`config.mk`:
```
export PLATFORM = sky130hd
export DESIGN_NAME = seq_mul
export DESIGN_NICKNAME = d
export VERILOG_FILES = /design/src/rtl/seq_mul_pkg.sv /design/src/rtl/seq_mul_add.sv /design/src/rtl/seq_mul.sv
export SDC_FILE = /design/constraint.sdc
export NUM_CORES = 1
export LEC_CHECK = 0
export CAP_MARGIN = 20
export CORE_UTILIZATION = 35
export CTS_BUF_LIST = sky130_fd_sc_hd__clkbuf_16
export DETAILED_ROUTE_END_ITERATION = 8
export GPL_TIMING_DRIVEN = 0
export SYNTH_ARGS = -nofsm -noshare
export SYNTH_HDL_FRONTEND = slang
export SYNTH_SLANG_ARGS = --single-unit
export TNS_END_PERCENT = 1
```
`constraint.sdc`:
```
create_clock -name clk -period 6.05 [get_ports clk]
set_input_delay 1.21 -clock clk [delete_from_list [all_inputs] [get_ports clk]]
set_output_delay 1.21 -clock clk [all_outputs]
set_load 0.01 [all_outputs]
```
`src/rtl/seq_mul_pkg.sv`:
```
// Shared types and constants for the sequential multiplier.
// The operation encoding matches the ISA M-extension multiply group.
package mul_pkg;

    localparam int XLEN      = 32;
    localparam int MUL_ITERS = 32;

    typedef enum logic [1:0] {
        OP_MUL    = 2'd0,
        OP_MULH   = 2'd1,
        OP_MULHSU = 2'd2,
        OP_MULHU  = 2'd3
    } mul_op_t;

    typedef enum logic [1:0] {
        S_IDLE = 2'd0,
        S_RUN  = 2'd1,
        S_FIX  = 2'd2,
        S_DONE = 2'd3
    } mul_state_t;

    // rs1 is treated as signed for every op except MULHU.
    function automatic logic a_is_signed(input mul_op_t op);
        return op != OP_MULHU;
    endfunction

    // rs2 is treated as signed only for MUL and MULH.
    function automatic logic b_is_signed(input mul_op_t op);
        return (op == OP_MUL) || (op == OP_MULH);
    endfunction

    // Magnitude of a possibly negative operand. The most negative value
    // maps onto itself, which is exactly 2^31 read as an unsigned number.
    function automatic logic [XLEN-1:0] abs_mag(input logic [XLEN-1:0] v,
                                                input logic            neg);
        return neg ? (~v + 1'b1) : v;
    endfunction

endpackage

```
`src/rtl/seq_mul_add.sv`:
```
// 64-bit combinational adder shared by accumulation and final negation.
module seq_mul_add (
    input  logic [63:0] a,
    input  logic [63:0] b,
    output logic [63:0] s
);

    assign s = a + b;

endmodule

```
`src/rtl/seq_mul.sv`:
```
// Sequential shift-and-add multiplier (MUL/MULH/MULHSU/MULHU), one bit of
// the multiplier per RUN cycle, magnitudes multiplied and the sign fixed
// up in a single FIX cycle.
// Optional build macro: SEQ_MUL_EARLY_OUT_EN leaves RUN as soon as the
// remaining multiplier bits are all zero.
// Reset is synchronous and active-high.
module seq_mul #(
    parameter int XLEN = 32
) (
    input  logic               clk,
    input  logic               rst,
    input  logic               in_valid,
    output logic               in_ready,
    input  logic [XLEN-1:0]    a,
    input  logic [XLEN-1:0]    b,
    input  mul_pkg::mul_op_t   op,
    output logic               out_valid,
    input  logic               out_ready,
    output logic [XLEN-1:0]    s
);

    import mul_pkg::*;

    localparam logic [5:0] LAST_ITER = 6'(MUL_ITERS - 1);

    mul_state_t          state;
    mul_state_t          state_nxt;
    mul_op_t             op_q;
    logic                neg_q;
    logic [2*XLEN-1:0]   mc;
    logic [XLEN-1:0]     mp;
    logic [2*XLEN-1:0]   acc;
    logic [5:0]          iter_cnt;

    logic                accept;
    logic                a_neg;
    logic                b_neg;
    logic [XLEN-1:0]     mp_nxt;
    logic                run_last;
    logic [2*XLEN-1:0]   add_a;
    logic [2*XLEN-1:0]   add_b;
    logic [2*XLEN-1:0]   add_s;
    logic [2*XLEN-1:0]   fixed;

    assign in_ready = (state == S_IDLE) && !rst;
    assign accept   = in_valid && in_ready;
    assign a_neg    = a[XLEN-1] && a_is_signed(op);
    assign b_neg    = b[XLEN-1] && b_is_signed(op);
    assign mp_nxt   = mp >> 1;

`ifdef SEQ_MUL_EARLY_OUT_EN
    assign run_last = (iter_cnt == LAST_ITER) || (mp_nxt == '0);
`else
    assign run_last = (iter_cnt == LAST_ITER);
`endif

    // State register.
    always_ff @(posedge clk) begin
        if (rst) begin
            state <= S_IDLE;
        end else begin
            state <= state_nxt;
        end
    end

    // Next-state decode.
    always_comb begin
        // NOTE: default first so every path assigns state_nxt and no latch is inferred.
        state_nxt = state;
        unique case (state)
            S_IDLE: if (accept)                 state_nxt = S_RUN;
            S_RUN:  if (run_last)               state_nxt = S_FIX;
            S_FIX:                              state_nxt = S_DONE;
            S_DONE: if (out_valid && out_ready) state_nxt = S_IDLE;
            default:                            state_nxt = S_IDLE;
        endcase
    end

    // Adder operand select: accumulate mc in RUN, add one to ~acc in FIX.
    always_comb begin
        add_a = acc;
        add_b = mc;
        if (state == S_FIX) begin
            add_a = ~acc;
            add_b = {{(2*XLEN-1){1'b0}}, 1'b1};
        end
    end

    seq_mul_add u_add (
        .a (add_a),
        .b (add_b),
        .s (add_s)
    );

    assign fixed = neg_q ? add_s : acc;

    // Datapath: operand capture, shift-and-add, sign fix-up, result hold.
    always_ff @(posedge clk) begin
        if (rst) begin
            // NOTE: <= in clocked blocks so every register samples pre-edge values.
            op_q      <= OP_MUL;
            neg_q     <= 1'b0;
            mc        <= '0;
            mp        <= '0;
            acc       <= '0;
            iter_cnt  <= '0;
            s         <= '0;
            out_valid <= 1'b0;
        end else begin
            unique case (state)
                S_IDLE: begin
                    if (accept) begin
                        op_q     <= op;
                        neg_q    <= a_neg ^ b_neg;
                        mc       <= {{XLEN{1'b0}}, abs_mag(a, a_neg)};
                        mp       <= abs_mag(b, b_neg);
                        acc      <= '0;
                        iter_cnt <= '0;
                    end
                end
                S_RUN: begin
                    if (mp[0]) begin
                        acc <= add_s;
                    end
                    mc       <= mc << 1;
                    mp       <= mp_nxt;
                    iter_cnt <= iter_cnt + 6'd1;
                end
                S_FIX: begin
                    acc <= fixed;
                    s   <= (op_q == OP_MUL) ? fixed[XLEN-1:0] : fixed[2*XLEN-1:XLEN];
                end
                S_DONE: begin
                    // Result flag rises one cycle into DONE and drops on handshake.
                    out_valid <= !(out_valid && out_ready);
                end
                default: ;
            endcase
        end
    end

endmodule

```
==> impl_results.md, run 1 <==
* Final hold vios at 0
* Power Dens Cells at 346 nW/um2
* Ys async rst share at 0%
* CP arrival at 6.19 ns
* First-pass GRT wire length at 93400 um
* GRT overflow at 0
* Final RePlAce weighted congestion at 1.03
* FP Rows at 76
* Worst r2r src: state[0]$_SDFFE_PP0P_
* Maximum vdd drop at 0.222 mV
* Mapped Nets at 2207
* DP Area at 17200 um2
* Worst r2r path cells at 17
* Slowest CP cell: a2111oi_2
* Vias in the first global route at 15200
* Worst reg2reg endpoint: s[29]$_SDFFE_PP0P_
* Max stage delay on crit path at 0.71 ns
* Count leader, synth: nand2_1
* Status: finished clean
* Ports at 104
* Worst slew margin at 21.6%
* Port Buffers at 103
* Setup crit start: state[0]$_SDFFE_PP0P_
* Filler cell count at 4496
* Register area share after synthesis at 26.4%
* Hold Path Class: flop to flop
* Clk root buf: clkbuf_16
* Core area at 43300 um2
* Total Wirelength at 62100 um
* Finished Cell Area at 18200 um2
* Synthesis-to-layout area growth at 17.6%
* Commonest cells in the netlist: nand2_1, dfxtp_1, a21oi_1, nor2_1, o21ai_0
* Top FF cell, synth: dfxtp_1
* Max-cap violations at 0
* DP Wirelength at 49400 um
* Final clock skew at 0.0291 ns
* Largest net degree at the start of global routing at 15
* Drt drc at 0
* Initial DRC count at 1574
* Die width at 212 um
* TritonCTS Sinks at 204
* Startpoint class of the critical path: flop
* Avg Vias per Cell at 5.69
* Tcrit/Tclk final at 93.8%
* Mapped Cells at 2066
* Pre-antenna DRT Iters at 5
* Top fanout value on the critical path at 19
* CTS H-tree lvls at 1
* TritonCTS clock tree: done
* Post-layout util at 42.0%
* RSZ-0062 raised after global routing: no
* Maximum clock frequency at 176 MHz
* Clock slew at reported path FFs at 0.06 ns
* Wire length per cell at 22.2 um
* Final ANT Viol Nets at 0
* Initial core utilization at 35.7%
* Post-synth top area share at 26.4%
* Post-synth top area cell: dfxtp_1
* Average cell area after synthesis at 7.48 um2
* Hold-fix buffer count after cts at 0
* Critical Path Sink Type: flop
* Unique cell type count in the Yosys netlist at 86
* Seq cells post-synth at 204
* Routed via count at 16000
* Setup-violating endpoint count in the final report at 0
* Initial antenna violation count at 1
* Total track usage at 27.4%
* Top post-synthesis cells by area: dfxtp_1, nand2_1, xor2_1, a21oi_1, ha_1
* Share of post-route cells with drive strength above 1 at 4.56%
* Yosys warnings at 0
* Critical path class: flop to flop
* Reg2Reg Setup Slack at 0.37 ns
* EDFF count, synth at 0
* Leakage at 7.44 nW
* Final Slew Violations at 0
* Die Ht at 212 um
* DIE AREA at 45000 um2
* Measured slew at the worst slew-check pin at 1.18 ns
* CTS buffer count at 26
* CTS max path bufs at 3
* Post-Syn Area at 15400 um2
* Layout Nets at 2339
* Minimum clock period after layout at 5.68 ns
* Cells along the critical path: inv_1 -> ha_2 -> clkbuf_4 -> clkbuf_1 -> nor2b_1 -> ha_1 -> clkbuf_1 -> a21oi_1 -> o21ai_0 -> nor2_1 -> a21oi_2 -> nand3_1 -> a2111oi_2 -> o2111ai_1 -> a2111oi_2 -> mux2_1 -> a21oi_1
* Antenna diode count at 0
* Data required time of the critical path at 6.56 ns
* Clk_lat worst skew at 0.58 ns
* Crit path capture: s[29]$_SDFFE_PP0P_
[kinds of logic (layout without fill, tap and decap cells)]
group                    count (synthesis)  in the layout  share of synthesized area, %
XOR/XNOR                               177            177                          10.0
flip-flops                             204            204                          26.4
adder cells (fa/ha/maj)                 71             71                          5.80
AND/OR/NAND/NOR                        748            748                          21.8
buffers and inverters                  181            332                          4.84
AO/OA/AOI/OAI                          639            639                          27.3
multiplexers                            46             46                          3.73
[per-stage QoR]
step	TNS (ns)	worst slack (ns)	instances	hold slack (ns)	total power, mW
floorplan	0	1.12	2066	0.432	3.47
global placement	-20.16	-0.939	2754	0.439	4.53
detailed placement	-25.68	-1.14	2756	0.444	4.56
CTS	0	0.0558	2804	0.452	6.26
global route	0	0.0490	2802	0.472	6.60
finish	0	0.372	2802	0.450	6.29
[how the worst min path moves through the flow]
stage	endpoint	from	depth (start not counted)	slack, ns
floorplan	mp[10]$_SDFFE_PP0P_	mp[10]$_SDFFE_PP0P_	2	0.43
global placement	mp[20]$_SDFFE_PP0P_	mp[20]$_SDFFE_PP0P_	2	0.44
detailed placement	mp[8]$_SDFFE_PP0P_	mp[8]$_SDFFE_PP0P_	2	0.44
CTS	mp[8]$_SDFFE_PP0P_	mp[8]$_SDFFE_PP0P_	2	0.45
global route	mp[11]$_SDFFE_PP0P_	mp[11]$_SDFFE_PP0P_	2	0.47
finish	mp[8]$_SDFFE_PP0P_	mp[8]$_SDFFE_PP0P_	2	0.45
[placed cells by master (no fill, tap or decap), drive strengths merged, types with 13 or more instances in the layout]
cell / synthesis / final
ha: 70 / 70
nand3: 33 / 33
buf: 21 / 24
nor3: 25 / 25
o21ai: 145 / 145
o21bai: 17 / 17
and3: 13 / 13
nor2b: 79 / 79
a22oi: 58 / 58
clkdlybuf4s50: 0 / 103
a31oi: 23 / 23
a21o: 56 / 56
nand2: 337 / 337
mux2i: 35 / 35
clkbuf: 130 / 154
a22o: 35 / 35
inv: 30 / 34
nor2: 173 / 173
o211ai: 14 / 14
xor2: 111 / 111
a21oi: 180 / 180
dfxtp: 204 / 204
xnor2: 66 / 66
o31ai: 17 / 17
nand4: 25 / 25
[layer usage]
metal	GRT usage (%)	vias to the layer above	part of all wire (%)	wire length (um)
met4	11.2	2	4.3	2670
li1	-	7595	-	-
met5	0	-	0.011	7
met3	3.59	116	6.6	4130
met1	36.0	7640	44	27200
met2	45.0	603	45	28100
[sequential cells by signal, summed over array words and instances, names as in the netlist]
register	flops
neg_q	1
out_valid	1
op_q	2
s	32
acc	64
mc	64
mp	32
state	2
iter_cnt	6
[what timing repair did]
item	in CTS	in global routing
gates resized for setup	10	1
pin swaps	1	0
setup endpoints to repair	64	19
buffers inserted	1	0
[final cells by class]
| type | instances | area (um2) | share of cell area (%) |
|---|---|---|---|
| Inverter | 30 | 113 | 0.620 |
| Multi-Input combinational cell | 1681 | 10600 | 58.5 |
| Clock inverter | 21 | 262 | 1.44 |
| Buffer | 149 | 639 | 3.52 |
| Clock buffer | 26 | 651 | 3.58 |
| Tap cell | 585 | 732 | 4.03 |
| Sequential cell | 204 | 4080 | 22.5 |
| Timing Repair Buffer | 106 | 1050 | 5.81 |
[where the power goes]
group / internal [mW] / switching (mW) / total [mW]
clock network: 1.00 / 0.679 / 1.68
logic: 0.880 / 2.13 / 3.01
registers: 1.49 / 0.115 / 1.60
[worst max-delay path, delay by kind of cell, from the launching register on]
kind,cells,cell delay (ns)
mux,1,0.41
flops,1,0.34
compound gates,7,2.52
fa+ha+maj,2,0.60
buf+inv,4,1.25
simple gates,3,0.47
(Power assumes the default switching activity.)
==> inputs of run 2 (changes only) <==
--- a/config.mk
+++ b/config.mk
@@ -8,6 +8,7 @@
 export CAP_MARGIN = 20
 export CORE_UTILIZATION = 35
 export CTS_BUF_LIST = sky130_fd_sc_hd__clkbuf_16
+export CTS_CLUSTER_SIZE = 25
 export DETAILED_ROUTE_END_ITERATION = 8
 export GPL_TIMING_DRIVEN = 0
 export SYNTH_ARGS = -nofsm -noshare
==> constraint.sdc (replaced) <==
create_clock -name clk -period 5.3 [get_ports clk]
set_input_delay 1.06 -clock clk [delete_from_list [all_inputs] [get_ports clk]]
set_output_delay 1.06 -clock clk [all_outputs]
set_load 0.01 [all_outputs]
==> impl_results.md, run 2 (synthesis results as in run 1) <==
* Total track usage at 27.4% (about the same)
* Core area at 43300 um2 (unchanged)
* Die width at 212 um (unchanged)
* CTS H-tree lvls at 1 (unchanged)
* Post-place setup slack at -1.89 ns (-0.750 ns)
* Leakage at 7.48 nW (+0.53%)
* Commonest non-fill, non-tap cell in the layout: nand2_1
* FP Rows at 76 (unchanged)
* Data required time of the critical path at 5.75 ns (-0.81 ns)
* Maximum clock frequency at 196 MHz (+11%)
* CP arrival at 5.56 ns (-0.63 ns)
* Hold Path Class: flop to flop
* Minimum clock period after layout at 5.11 ns (-0.564 ns)
* CTS buffer count at 26 (unchanged)
* Max-cap violations at 0 (unchanged)
* CTS max path bufs at 3 (unchanged)
* Initial core utilization at 35.7% (unchanged)
* Die Ht at 212 um (unchanged)
* Share of post-route cells with drive strength above 1 at 5.14% (+0.58 points)
* Critical path class: flop to flop
* Final hold vios at 0 (unchanged)
* Pre-antenna DRT Iters at 6 (+1)
* Startpoint class of the critical path: flop
* Final ANT Viol Nets at 0 (unchanged)
* Port Buffers at 103 (unchanged)
* Power Dens Cells at 395 nW/um2 (+14%)
* Setup-violating endpoint count in the final report at 0 (unchanged)
* Status: finished clean
* Initial antenna violation count at 1 (unchanged)
* Power Total at 7.22 mW (+15%)
* Largest net degree at the start of global routing at 15 (unchanged)
* Routed via count at 16000 (+0.47%)
* Antenna diode count at 0 (unchanged)
* Synthesis-to-layout area growth at 18.5%
* Vias in the first global route at 15100 (-0.30%)
* Most frequent cells in the layout: nand2_1, dfxtp_1, a21oi_1
* Drt drc at 0 (unchanged)
* Top fanout value on the critical path at 10 (-9)
* Clk_lat worst skew at 0.58 ns (about the same)
* Final Slew Violations at 0 (unchanged)
* Maximum vdd drop at 0.253 mV (+14%)
* Setup WS post-layout at 0.187 ns (-0.186 ns)
* Clock slew at reported path FFs at 0.06 ns (about the same)
* Worst r2r path cells at 19 (+2)
* First-pass GRT wire length at 93500 um (about the same)
* Ports at 104 (unchanged)
* RSZ-0062 raised after global routing: yes
* Total Wirelength at 62500 um (+0.68%)
* TritonCTS clock tree: done
* DIE AREA at 45000 um2 (unchanged)
* Biggest regs: acc x64, mc x64
* DP Wirelength at 49400 um (unchanged)
* Wire length per cell at 22.3 um (+0.61%)
* Clk root buf: clkbuf_16
* Avg Vias per Cell at 5.72 (+0.40%)
* WHS Path Cells at 2 (unchanged)
* TritonCTS Sinks at 204 (unchanged)
* Final TNS setup at 0 ns (unchanged)
* Tcrit/Tclk final at 96.5% (+2.6 points)
* Final RePlAce weighted congestion at 1.03 (unchanged)
* Measured slew at the worst slew-check pin at 1.23 ns (+0.0504 ns)
* GRT overflow at 0 (unchanged)
* Hold-fix buffer count after cts at 0 (unchanged)
* Critical Path Sink Type: flop
* Worst slew margin at 18.2% (-3.4 points)
* Layout Nets at 2341 (+0.086%)
* Final clock skew at 0.0322 ns (+0.00312 ns)
* Filler cell count at 4477 (-0.42%)
* Initial DRC count at 1526 (-3.0%)
==> run 2: cell types whose count changed in the layout (fill, tap and decap cells not counted), sizes merged <==
cell	change
buf	+2
==> run 2: cell type report <==
cell class | instances | area, um2 | area share [%]
timing repair buffer | 107 | 1060 | 5.80
clock buffer | 26 | 651 | 3.55
sequential | 204 | 4080 | 22.3
multi-input combinational | 1681 | 10700 | 58.6
buffer | 150 | 674 | 3.68
clock inverter | 21 | 262 | 1.43
inverter | 30 | 113 | 0.615
tap | 585 | 732 | 4.00
==> run 2: final timing paths <==
check                         from                 end  slack, ns
max reg2reg  state[0]$_SDFFE_PP0P_  s[16]$_SDFFE_PP0P_       0.19
min             mp[8]$_SDFFE_PP0P_  mp[8]$_SDFFE_PP0P_       0.45
min reg2reg     mp[8]$_SDFFE_PP0P_  mp[8]$_SDFFE_PP0P_       0.45
max          state[0]$_SDFFE_PP0P_  s[16]$_SDFFE_PP0P_       0.19
==> run 2: power breakdown <==
part	leakage, nW	switching (mW)	internal (mW)
Combinational	5.38	2.44	1.03
Clock	0.456	0.782	1.14
Sequential	1.65	0.133	1.70
Total	7.48	3.35	3.87
==> run 2: metal layers <==
layer / wire length (um) / vias to the layer above / part of all wire, % / track usage (%)
li1: - / 7601 / - / -
met2: 28200 / 632 / 45 / 45.0
met3: 4250 / 126 / 6.8 / 3.69
met4: 2720 / 2 / 4.3 / 11.2
met5: 7 / - / 0.011 / 0
met1: 27400 / 7670 / 44 / 36.1
==> run 2: critical path, stage by stage (launching register included) <==
cell and delay [ns]:
dfxtp_1 0.34, inv_1 0.15, ha_4 0.22, clkbuf_8 0.22, clkbuf_8 0.22, clkbuf_8 0.23, xor2_1 0.17, ha_1 0.25
inv_1 0.07, fa_1 0.42, nor2b_1 0.19, o2111ai_1 0.21, a211oi_2 0.34, a31oi_2 0.18, o21ai_2 0.27, a31oi_4 0.19
o41ai_4 0.34, xor2_1 0.21, mux4_2 0.56, a22o_1 0.19
==> run 2: repair_timing <==
item	4_1_cts	5_1_grt
setup buffers	2	0
pin swaps	2	4
endpoints found under the setup margin	90	30
gates resized for setup	23	15
==> run 2: through the flow <==
step | area [um2] | hold slack (ns) | instances | util (%)
floorplan | 15400 | 0.432 | 2066 | -
global placement | 17200 | 0.439 | 2754 | 39.8
detailed placement | 17200 | 0.444 | 2756 | 39.8
CTS | 18300 | 0.452 | 2804 | 42.2
global route | 18300 | 0.472 | 2804 | 42.3
finish | 18300 | 0.450 | 2804 | 42.3
==> RTL change 1: new RTL, flow settings as in run 2 <==
The 4 states of `mul_state_t` get a one-hot encoding in 4 bits.
--- a/src/rtl/seq_mul_pkg.sv
+++ b/src/rtl/seq_mul_pkg.sv
@@ -12,11 +12,11 @@
         OP_MULHU  = 2'd3
     } mul_op_t;
 
-    typedef enum logic [1:0] {
-        S_IDLE = 2'd0,
-        S_RUN  = 2'd1,
-        S_FIX  = 2'd2,
-        S_DONE = 2'd3
+    typedef enum logic [3:0] {
+        S_IDLE = 4'b0001,
+        S_RUN  = 4'b0010,
+        S_FIX  = 4'b0100,
+        S_DONE = 4'b1000
     } mul_state_t;
 
     // rs1 is treated as signed for every op except MULHU.
Check against the original RTL: no difference found for any inputs over 10 cycles, from zero or initial values and one cycle with rst high; not proved beyond that.
==> RTL change 1 against run 2 <==
The flow now finishes with violations (DRC). Count of clock-buffer cells in the layout fell by 1. Worst setup slack worse by 0.060 ns. Synthesized area shrank 4.9%. Wire length fell by 6.1%. Sequential cell count increased by 2. Sequential share of layout area is 1.7 points higher. Cell area decreased by 6.2%.
Power is not compared: it rests on default switching activity, and its combinational part moved more than twofold at a synthesized area within 25%.
==> RTL change 1: results <==
group,metric,value,unit
synth,yosysSeqAreaShare,0.281,
finish,drive_above_1_share,0.0558,
finish,num-nets-final,2200,
critical_path,worstReg2RegEnd,"s[20]",
finish,fillCellCount,4329,
critical_path,worstSetupStartpoint,"state[2]",
drt,route.detailed.drc,1,
synth,number_of_nets_produced_by_synthesis,2071,
synth,post_synth_main_area_contributors,"sky130_fd_sc_hd__dfxtp_1 (28%), sky130_fd_sc_hd__a21oi_1 (8.2%), sky130_fd_sc_hd__xor2_1 (7.0%)",
global_routing,grt_antenna_before_repair,0,
critical_path,critical-path-slowest-cell,"sky130_fd_sc_hd__nor4b_4",
drt,avgViaCountPerCell,5.79,
global_routing,grt_util_all_layers,0.272,
synth,synth.lib_cells_used.distinct,90,
drt,detail_route.wl_per_cell,22.5,um
placed_design,gp_routability_congestion,1.03,
synth,netlist_top_cells_count,"sky130_fd_sc_hd__a21oi_1 (241), sky130_fd_sc_hd__nand2_1 (229), sky130_fd_sc_hd__dfxtp_1 (206)",
critical_path,r2r.worst_path.cells,17,
timing,fin_skew,0.0220,ns
critical_path,max_stage_delay,0.53,ns
cts,clk-insertion-delay-late,0.56,ns
placed_design,placed_cells_incl_taps,2568,
run_status,failing_checks,"DRC",
critical_path,worstPathArrival,5.66,ns
timing,fin_worst_hold_slack,0.451,ns
global_routing,grt_max_degree,14,
run_status,run_status,"complete, but fails checks",
placed_design,place_area,16400,um2
drt,via_count,15100,
timing,worst_slew_margin_rel,0.219,
drt,dr.first_iter.drc_count,1432,
cts,numCtsBuffers,25,
global_routing,grt_first_pass_wirelength,87.2,mm
timing,worst_slack,0.126,ns
-- RTL change 1: cell type report --
| class | instances | area [um2] | area share |
|---|---|---|---|
| plain buffers | 137 | 598 | 0.0348 |
| clock buffers | 25 | 626 | 0.0364 |
| clock inverters | 19 | 125 | 0.00729 |
| inverters | 22 | 82.6 | 0.00481 |
| multi-input cells | 1569 | 9930 | 0.578 |
| flip-flops and latches | 206 | 4120 | 0.240 |
| well taps | 532 | 666 | 0.0388 |
| repair buffers | 102 | 1020 | 0.0595 |
-- RTL change 1: timing repair --
action	CTS	global route
gates resized for setup	14	12
gates cloned	0	0
hold buffers	0	0
endpoints found under the setup margin	64	28
endpoints found under the hold margin	0	0
-- RTL change 1: cell families after synthesis --
family                     share of synthesized area
AOI/OAI and AO/OA                              0.267
adders and majority gates                     0.0576
DFF                                            0.281
buffers and inverters                         0.0444
muxes                                         0.0184
and+or+nand+nor                                0.224
xor gates and xnor gates                       0.108
-- RTL change 1: worst min-delay path by stage --
| stage | endpoint | cells after the start | from |
|---|---|---|---|
| final | s[17] | 1 | s[17] |
| after global routing | s[21] | 2 | s[21] |
| after CTS | s[17] | 1 | s[17] |
| after detailed placement | s[17] | 1 | s[17] |
| after global placement | s[17] | 1 | s[17] |
| after floorplan | mp[0] | 2 | mp[0] |
-- RTL change 1: where the power goes --
| part | switching, mW | internal (mW) | total (mW) |
|---|---|---|---|
| Combinational | 0.365 | 0.191 | 0.556 |
| Clock | 0.736 | 0.905 | 1.64 |
| Sequential | 0.0261 | 1.58 | 1.61 |
| Total | 1.13 | 2.68 | 3.81 |
-- RTL change 1: layer usage --
| metal | track usage | routed length (um) |
|---|---|---|
| met1 | 0.361 | 26100 |
| met2 | 0.438 | 26200 |
| met3 | 0.0452 | 4100 |
| met4 | 0.105 | 2370 |
| met5 | 0 | 0 |
==> RTL change 2: new RTL, settings of run 2 <==
Without the edit above. Add a define of `SEQ_MUL_EARLY_OUT_EN`.
--- a/src/rtl/seq_mul.sv
+++ b/src/rtl/seq_mul.sv
@@ -4,6 +4,8 @@
 // Optional build macro: SEQ_MUL_EARLY_OUT_EN leaves RUN as soon as the
 // remaining multiplier bits are all zero.
 // Reset is synchronous and active-high.
+`define SEQ_MUL_EARLY_OUT_EN
+
 module seq_mul #(
     parameter int XLEN = 32
 ) (
Function: changed (Yosys sat finds a counterexample within 4 cycles, from zero or initial values and one cycle with rst high).
==> RTL change 2 against run 2 <==
Worst setup slack got worse by 0.072 ns. Power increased by 1.8%. Wire length is 2.5% lower. Clock power fell by 10%. Highest routed layer is now met4. Sequential cell count is the same. Via count up 0.29%. Synthesized cell count decreased by 1.2%. Synthesized area fell by 2.8%. Global-route usage decreased by 0.19 points. Critical path type unchanged. Cell area shrank 3.4%. Largest power group unchanged. Worst hold slack got worse by 0.013 ns. Fmax fell by 1.4%. Cell count fell by 2.5%.
==> RTL change 2: results <==
group,metric,value,unit
run_status,run_status,"finished clean",
placed_design,gp_routability_congestion,1.05,
hold_path,timing.hold.worst_endpoint,"s[3]",
drt,dr.first_iter.drc_count,1530,
synth,post_synthesis_share_of_cell_area_spent_on_full_adders_half_adders_and_majority_gates,0.0596,
placed_design,dp_hpwl,48.6,mm
global_routing,grt_first_pass_wirelength,91.3,mm
global_routing,grt_max_degree,14,
synth,average_size_of_a_mapped_cell,7.36,um2
timing,worst_slew_margin_rel,0.265,
synth,synth.mux.area_fraction,0.0255,
synth,synthXorXnorAreaFrac,0.108,
synth,synth_compound_area_frac,0.257,
finish,drive_above_1_share,0.0487,
synth,post_synth_main_area_contributors,"sky130_fd_sc_hd__dfxtp_1 (27%), sky130_fd_sc_hd__nand2_1 (7.5%), sky130_fd_sc_hd__xor2_1 (6.2%)",
global_routing,grt_pass1_vias,15100,
critical_path,r2r.worst_path.cells,18,
critical_path,worstPathArrival,5.64,ns
placed_design,place_area,16700,um2
timing,worst_slack,0.115,ns
pwr,irDropWorstVdd,0.000279,V
cts,post_cts_resize_count,32,
critical_path,regToRegSetupSlack,0.11,ns
finish,fillCellCount,4292,
synth,number_of_nets_produced_by_synthesis,2183,
-- RTL change 2: cells by family after synthesis --
logic type,count (synthesis)
buf+inv,161
simple gates,785
fa+ha+maj,71
mux,31
compound gates,605
xor+xnor,185
flops,204
-- RTL change 2: final cells by class --
type,count,area share
Buffer,136,0.0315
Clock buffer,26,0.0368
Clock inverter,21,0.00885
Inverter,25,0.00531
Multi-Input combinational cell,1677,0.588
Sequential cell,204,0.231
Tap cell,539,0.0382
Timing Repair Buffer,106,0.0603
-- RTL change 2: power by group through the flow --
stage               clock network, mW  logic [mW]  registers (mW)
floorplan                           0        2.29            1.88
global placement                    0        3.56            1.92
detailed placement                  0        3.59            1.93
CTS                              1.73        3.62            1.90
global route                     1.79        3.95            1.93
finish                           1.73        3.72            1.91
-- RTL change 2: metal layers --
layer  up-vias  GRT usage  wire length (um)
met5         -          0                 0
met4         0      0.121              3060
met3       160     0.0319              4470
met2       760      0.446             27400
met1      7638      0.359             26000
li1       7519          -                 -
